### config.mk
export PLATFORM = sky130hd
export DESIGN_NAME = seven_seg_scanner
export DESIGN_NICKNAME = d
export VERILOG_FILES = /design/src/rtl/seven_seg_scanner.sv
export SDC_FILE = /design/constraint.sdc
export NUM_CORES = 1
export LEC_CHECK = 0
export BUFFER_PORTS_ARGS = -buffer_cell sky130_fd_sc_hd__buf_2
export CAP_MARGIN = 20
export CORE_MARGIN = 2
export CORE_UTILIZATION = 48
export CTS_CLUSTER_SIZE = 25
export DETAILED_ROUTE_END_ITERATION = 16
export PLACE_DENSITY = 0.79
export SLEW_MARGIN = 20
export SYNTH_ARGS = -nofsm -noshare
export SYNTH_HDL_FRONTEND = slang
export SYNTH_SLANG_ARGS = --single-unit
export TNS_END_PERCENT = 20
### constraint.sdc
create_clock -name Clk -period 3.8 [get_ports Clk]
set_input_delay 0.76 -clock Clk [delete_from_list [all_inputs] [get_ports Clk]]
set_output_delay 0.76 -clock Clk [all_outputs]
set_load 0.05 [all_outputs]
### src/rtl/seven_seg_scanner.sv
// seven_seg_scanner: time-multiplexed driver for an N-digit common-anode
// seven-segment display. Digits are shadowed on Load, scanned one per refresh
// slot, and decoded to active-low hex glyphs. Each slot opens with a short
// dead time to stop ghosting. Digits can be blanked per digit, by leading-zero
// suppression, or by a per-digit blink.
module seven_seg_scanner #(
    parameter int NUM_DIGITS   = 4,
    parameter int REFRESH_DIV  = 50000,
    parameter int BLANK_CYCLES = 500,
    parameter int BLINK_FRAMES = 64
) (
    input  logic                    Clk,
    input  logic                    Rst,
    input  logic                    Load,
    input  logic [4*NUM_DIGITS-1:0] Digits,
    input  logic [NUM_DIGITS-1:0]   Ghost,
    input  logic [NUM_DIGITS-1:0]   Blink,
    input  logic                    Lz_En,
    output logic [0:6]              Seg,
    output logic [NUM_DIGITS-1:0]   An,
    output logic                    Frame
);

    localparam int PRE_W = $clog2(REFRESH_DIV);
    localparam int IDX_W = (NUM_DIGITS > 1) ? $clog2(NUM_DIGITS) : 1;
    localparam int FRM_W = (BLINK_FRAMES > 1) ? $clog2(BLINK_FRAMES) : 1;

    localparam logic [PRE_W-1:0] PRE_LAST  = PRE_W'(REFRESH_DIV - 1);
    localparam logic [PRE_W-1:0] BLANK_END = PRE_W'(BLANK_CYCLES);
    localparam logic [IDX_W-1:0] IDX_LAST  = IDX_W'(NUM_DIGITS - 1);
    localparam logic [FRM_W-1:0] FRM_LAST  = FRM_W'(BLINK_FRAMES - 1);

    logic [PRE_W-1:0]      pre;
    logic [IDX_W-1:0]      idx;
    logic [FRM_W-1:0]      frm_cnt;
    logic                  phase;
    logic [3:0]            digit_reg [NUM_DIGITS];
    logic [NUM_DIGITS-1:0] ghost_reg;
    logic [NUM_DIGITS-1:0] blink_reg;

    logic                  pre_wrap;
    logic                  frame_wrap;
    logic [3:0]            cur_digit;
    logic                  lz_blank;
    logic                  blank;
    logic [0:6]            glyph;
    logic [NUM_DIGITS-1:0] an_active;

    assign pre_wrap   = (pre == PRE_LAST);
    assign frame_wrap = pre_wrap && (idx == IDX_LAST);

    // Shadow registers: capture the whole digit set at once so the display
    // never shows a half-updated value.
    always_ff @(posedge Clk or posedge Rst) begin
        if (Rst) begin
            for (int i = 0; i < NUM_DIGITS; i++) begin
                digit_reg[i] <= 4'h0;
            end
            ghost_reg <= '0;
            blink_reg <= '0;
        end else if (Load) begin
            for (int i = 0; i < NUM_DIGITS; i++) begin
                digit_reg[i] <= Digits[4*i +: 4];
            end
            ghost_reg <= Ghost;
            blink_reg <= Blink;
        end
    end

    // Slot prescaler, digit index and blink frame counter; the blink phase
    // flips on the same edge that raises Frame.
    always_ff @(posedge Clk or posedge Rst) begin
        if (Rst) begin
            pre     <= '0;
            idx     <= '0;
            frm_cnt <= '0;
            phase   <= 1'b0;
        end else begin
            if (pre_wrap) begin
                pre <= '0;
                idx <= (idx == IDX_LAST) ? '0 : idx + 1'b1;
            end else begin
                pre <= pre + 1'b1;
            end
            if (frame_wrap) begin
                if (frm_cnt == FRM_LAST) begin
                    frm_cnt <= '0;
                    phase   <= ~phase;
                end else begin
                    frm_cnt <= frm_cnt + 1'b1;
                end
            end
        end
    end

    // Current digit selection, blanking decision and hex glyph decode.
    always_comb begin
        cur_digit = digit_reg[idx];
        lz_blank  = 1'b0;
        if (Lz_En && (idx != '0)) begin
            lz_blank = 1'b1;
            for (int i = 0; i < NUM_DIGITS; i++) begin
                if ((i >= int'(idx)) && (digit_reg[i] != 4'h0)) begin
                    lz_blank = 1'b0;
                end
            end
        end
        blank     = ghost_reg[idx] || (blink_reg[idx] && phase) || lz_blank;
        an_active = ~(NUM_DIGITS'(1) << idx);
        glyph     = 7'b1111111;
        case (cur_digit)
            4'h0:    glyph = 7'b0000001;
            4'h1:    glyph = 7'b1001111;
            4'h2:    glyph = 7'b0010010;
            4'h3:    glyph = 7'b0000110;
            4'h4:    glyph = 7'b1001100;
            4'h5:    glyph = 7'b0100100;
            4'h6:    glyph = 7'b0100000;
            4'h7:    glyph = 7'b0001111;
            4'h8:    glyph = 7'b0000000;
            4'h9:    glyph = 7'b0000100;
            4'hA:    glyph = 7'b0001000;
            4'hB:    glyph = 7'b1100000;
            4'hC:    glyph = 7'b0110001;
            4'hD:    glyph = 7'b1000010;
            4'hE:    glyph = 7'b0110000;
            4'hF:    glyph = 7'b0111000;
            default: glyph = 7'b1111111;
        endcase
    end

    // Registered pin drivers: dead time at the start of a slot, then one
    // anode low with its glyph (or all segments off when blanked).
    always_ff @(posedge Clk or posedge Rst) begin
        if (Rst) begin
            Seg   <= 7'b1111111;
            An    <= '1;
            Frame <= 1'b0;
        end else begin
            Frame <= frame_wrap;
            if (pre < BLANK_END) begin
                Seg <= 7'b1111111;
                An  <= '1;
            end else begin
                Seg <= blank ? 7'b1111111 : glyph;
                An  <= an_active;
            end
        end
    end

endmodule

==> flow_summary.json <==
{
  "vias": 2082,
  "worst_setup_path_start_kind": "flip-flop",
  "netlist_instances": 261,
  "min_from": "phase$_DFFE_PP0P_",
  "grt_pass1_vias": 2104,
  "routed_wirelength_mm": 5.80,
  "total_leakage_power_nw": 1.50,
  "yosysWarningCount": 0,
  "start_util_pct": 48.8,
  "yosys.area_share.xor_xnor_pct": 4.60,
  "ys_types": 39,
  "grt_pass1_wl_mm": 9.99,
  "postCtsSetupBuffers": 0,
  "p_switching_mw": 0.310,
  "ir_drop_mv": 0.245,
  "p_seq_share_pct": 53.1,
  "r2r-start": "pre[11]$_DFF_PP0_",
  "cts_root_buf": "clkbuf_8",
  "fmax_mhz": 421,
  "dp_slack_ns": 1.45,
  "post-route-util_pct": 55.6,
  "clock_sinks": 61,
  "switching_share_pct": 23.7,
  "syn_area_sq_mm": 0.00305,
  "cp_max_fo": 8,
  "p_int_mw": 1.00,
  "antenna_cells": 0,
  "detail_route.vias_per_cell": 5.44,
  "cts-buffers-inserted": 9,
  "clock_path_buffers": 2,
  "grt_max_degree": 41,
  "core-area_sq_mm": 0.00624,
  "nets": 344,
  "synth_area_per_cell_sq_um": 11.7,
  "reg2reg_depth": 4,
  "dieArea_sq_mm": 0.00700,
  "dpl.cell_count": 369,
  "fin_crit_sh_pct": 62.5,
  "holdBufCountCts": 0,
  "fin_hold_ws_ns": 0.487,
  "die_height_microns": 83.7,
  "cp_num_buf_inv": 0,
  "synth_compound_gate_area_share_pct": 5.63,
  "drv_cap": 0,
  "reg2reg_slack_ns": 1.43,
  "fin_ws_ns": 1.43,
  "synth-simple-area-share_pct": 14.9,
  "layout_commonest_cell": "dfrtp_1",
  "total_power_mw": 1.31,
  "clk_latency_ns": 0.34,
  "postLayoutCellArea_sq_mm": 0.00347,
  "route.met3.wl_microns": 261,
  "area_growth_pct": 14.0,
  "drcViolationCount": 0,
  "tritoncts": "yes",
  "core.rowCount": 29,
  "hold_end": "phase$_DFFE_PP0P_",
  "grt.overflow.total": 0,
  "worst_clock_skew_ns": 0.00726,
  "critPathKind": "reg -> reg",
  "wire_per_inst_microns": 15.2,
  "worst_hold_path_type": "reg -> reg",
  "fillCellCount": 552,
  "layout_common_cells": "50 x dfrtp_1, 39 x buf_2, 27 x mux2_2",
  "min_period_ns": 2.37,
  "final_hold_viol_count": 0,
  "worstPathRequired_ns": 4.00,
  "synth_top_family_by_area": "multiplexers",
  "finalSetupViolations": 0,
  "ys_ff_latch": 61,
  "maxSlewViolCount": 0,
  "firstDrtPassIters": 4,
  "end_kind": "flip-flop",
  "synth_area_leaders": "dfrtp_1 41%, mux2_2 10%, dfstp_2 9.5%",
  "crit_path_max_incr_delay_ns": 0.66,
  "ios": 40,
  "power.density_mw_per_mm2": 378,
  "ctsResizeCount": 0,
  "worstPathArrival_ns": 2.58,
  "port_buffers": 39,
  "r2r_end": "frm_cnt[5]$_DFFE_PP0N_",
  "whs_path_depth": 1,
  "topRoutingLayerUsed": "met4",
  "grt_setup_unrepaired": "no",
  "syn_nets": 302,
  "path_cells": "or4_4 > or4_1 > o41ai_1 > o31ai_1",
  "ys_seq_area_share_pct": 50.6,
  "gp_congestion": 0.819,
  "dpl_cell_area_sq_mm": 0.00331,
  "drt_iter0_drc": 143,
  "status": "complete, no violations",
  "track_usage_pct": 18.2,
  "p_clk_share_pct": 37.6,
  "antenna_found_initial": 0,
  "critPathTopFamily": "simple AND/OR/NAND/NOR gates",
  "synth-adder-area-share_pct": 5.34,
  "fin_cells": 383,
  "setup_tns_ns": 0,
  "synth_top_cell_by_area": "dfrtp_1",
  "comb_power_share_pct": 9.2,
  "slew_headroom_pct": 46.9,
  "drive_gt1_share_pct": 34.0,
  "wl_met2_mm": 2.80,
  "htree_levels": 3,
  "dp_hpwl_mm": 4.07,
  "clkSlewWorstSetupHoldPaths_ns": 0.06,
  "synthMuxAreaShare_pct": 15.8,
  "yosysTopAreaCellShare_pct": 41.1,
  "wl_met1_mm": 2.64,
  "antenna_left": 0,
  "max_slew.worst_pin.slew_ns": 0.796,
  "cp_slowest_cell": "or4_1",
  "dieWidth_microns": 83.7
}
[per-layer routing]
metal	vias to the layer above	GRT usage, %
met5	-	0
met4	0	10.1
met3	8	3.66
met2	46	28.1
met1	1011	24.0
li1	1017	-
[synthesized netlist by cell type]
library cell,instances
o211a_1,2
a221oi_1,1
buf_6,1
a211oi_1,1
or4b_1,1
dfstp_2,11
nor2b_1,7
o41ai_1,1
nand2_1,19
mux4_2,7
nor3_1,7
nor4b_1,1
clkbuf_2,1
a31o_2,1
a31oi_1,1
dfrtp_1,50
or4_1,2
mux2i_1,2
a21oi_1,2
xor2_1,7
mux2_2,27
or3_1,3
inv_1,13
a2bb2oi_1,2
and2_2,1
o21ai_0,6
o211ai_1,5
o31ai_1,1
or4_4,1
xnor2_1,9
nor4_1,6
or4_2,1
ha_1,13
nor2_1,17
clkbuf_1,8
and2_1,2
nand3_1,11
o2111ai_1,1
nand4_1,9
[power by group through the flow]
stage / Sequential, mW / Combinational (mW) / Clock, mW
floorplan: 0.700 / 0.0917 / 0
global placement: 0.707 / 0.116 / 0
detailed placement: 0.709 / 0.121 / 0
CTS: 0.697 / 0.123 / 0.507
global route: 0.700 / 0.135 / 0.533
finish: 0.697 / 0.121 / 0.494
[worst max path at each step]
stage                     cells past startpoint  slack, ns              start                     end
after floorplan                               1       1.55                Rst         Frame$_DFF_PP0_
after global placement                        4       1.54  pre[11]$_DFF_PP0_  frm_cnt[5]$_DFFE_PP0N_
after detailed placement                      4       1.45  pre[11]$_DFF_PP0_  frm_cnt[5]$_DFFE_PP0N_
after CTS                                     4       1.42  pre[11]$_DFF_PP0_  frm_cnt[5]$_DFFE_PP0N_
after global routing                          4       1.33  pre[11]$_DFF_PP0_  frm_cnt[5]$_DFFE_PP0N_
final                                         4       1.43  pre[11]$_DFF_PP0_  frm_cnt[5]$_DFFE_PP0N_
[cell families after synthesis]
| group | count (synthesis) |
|---|---|
| and+or+nand+nor | 88 |
| xor gates and xnor gates | 16 |
| DFF | 61 |
| buffers and inverters | 23 |
| adders and majority gates | 13 |
| muxes | 36 |
| AOI/OAI and AO/OA | 24 |
[area by class of cell]
cell class              count  area, sq um  share of cell area (%)
well taps                  77         96.3                    2.77
clock buffers              12          155                    4.47
flip-flops and latches     61         1540                    44.4
multi-input cells         177         1410                    40.6
clock inverters             2         10.0                   0.288
repair buffers             41          210                    6.05
inverters                  13         48.8                    1.41
No activity file was read; power rests on OpenSTA's default activity.
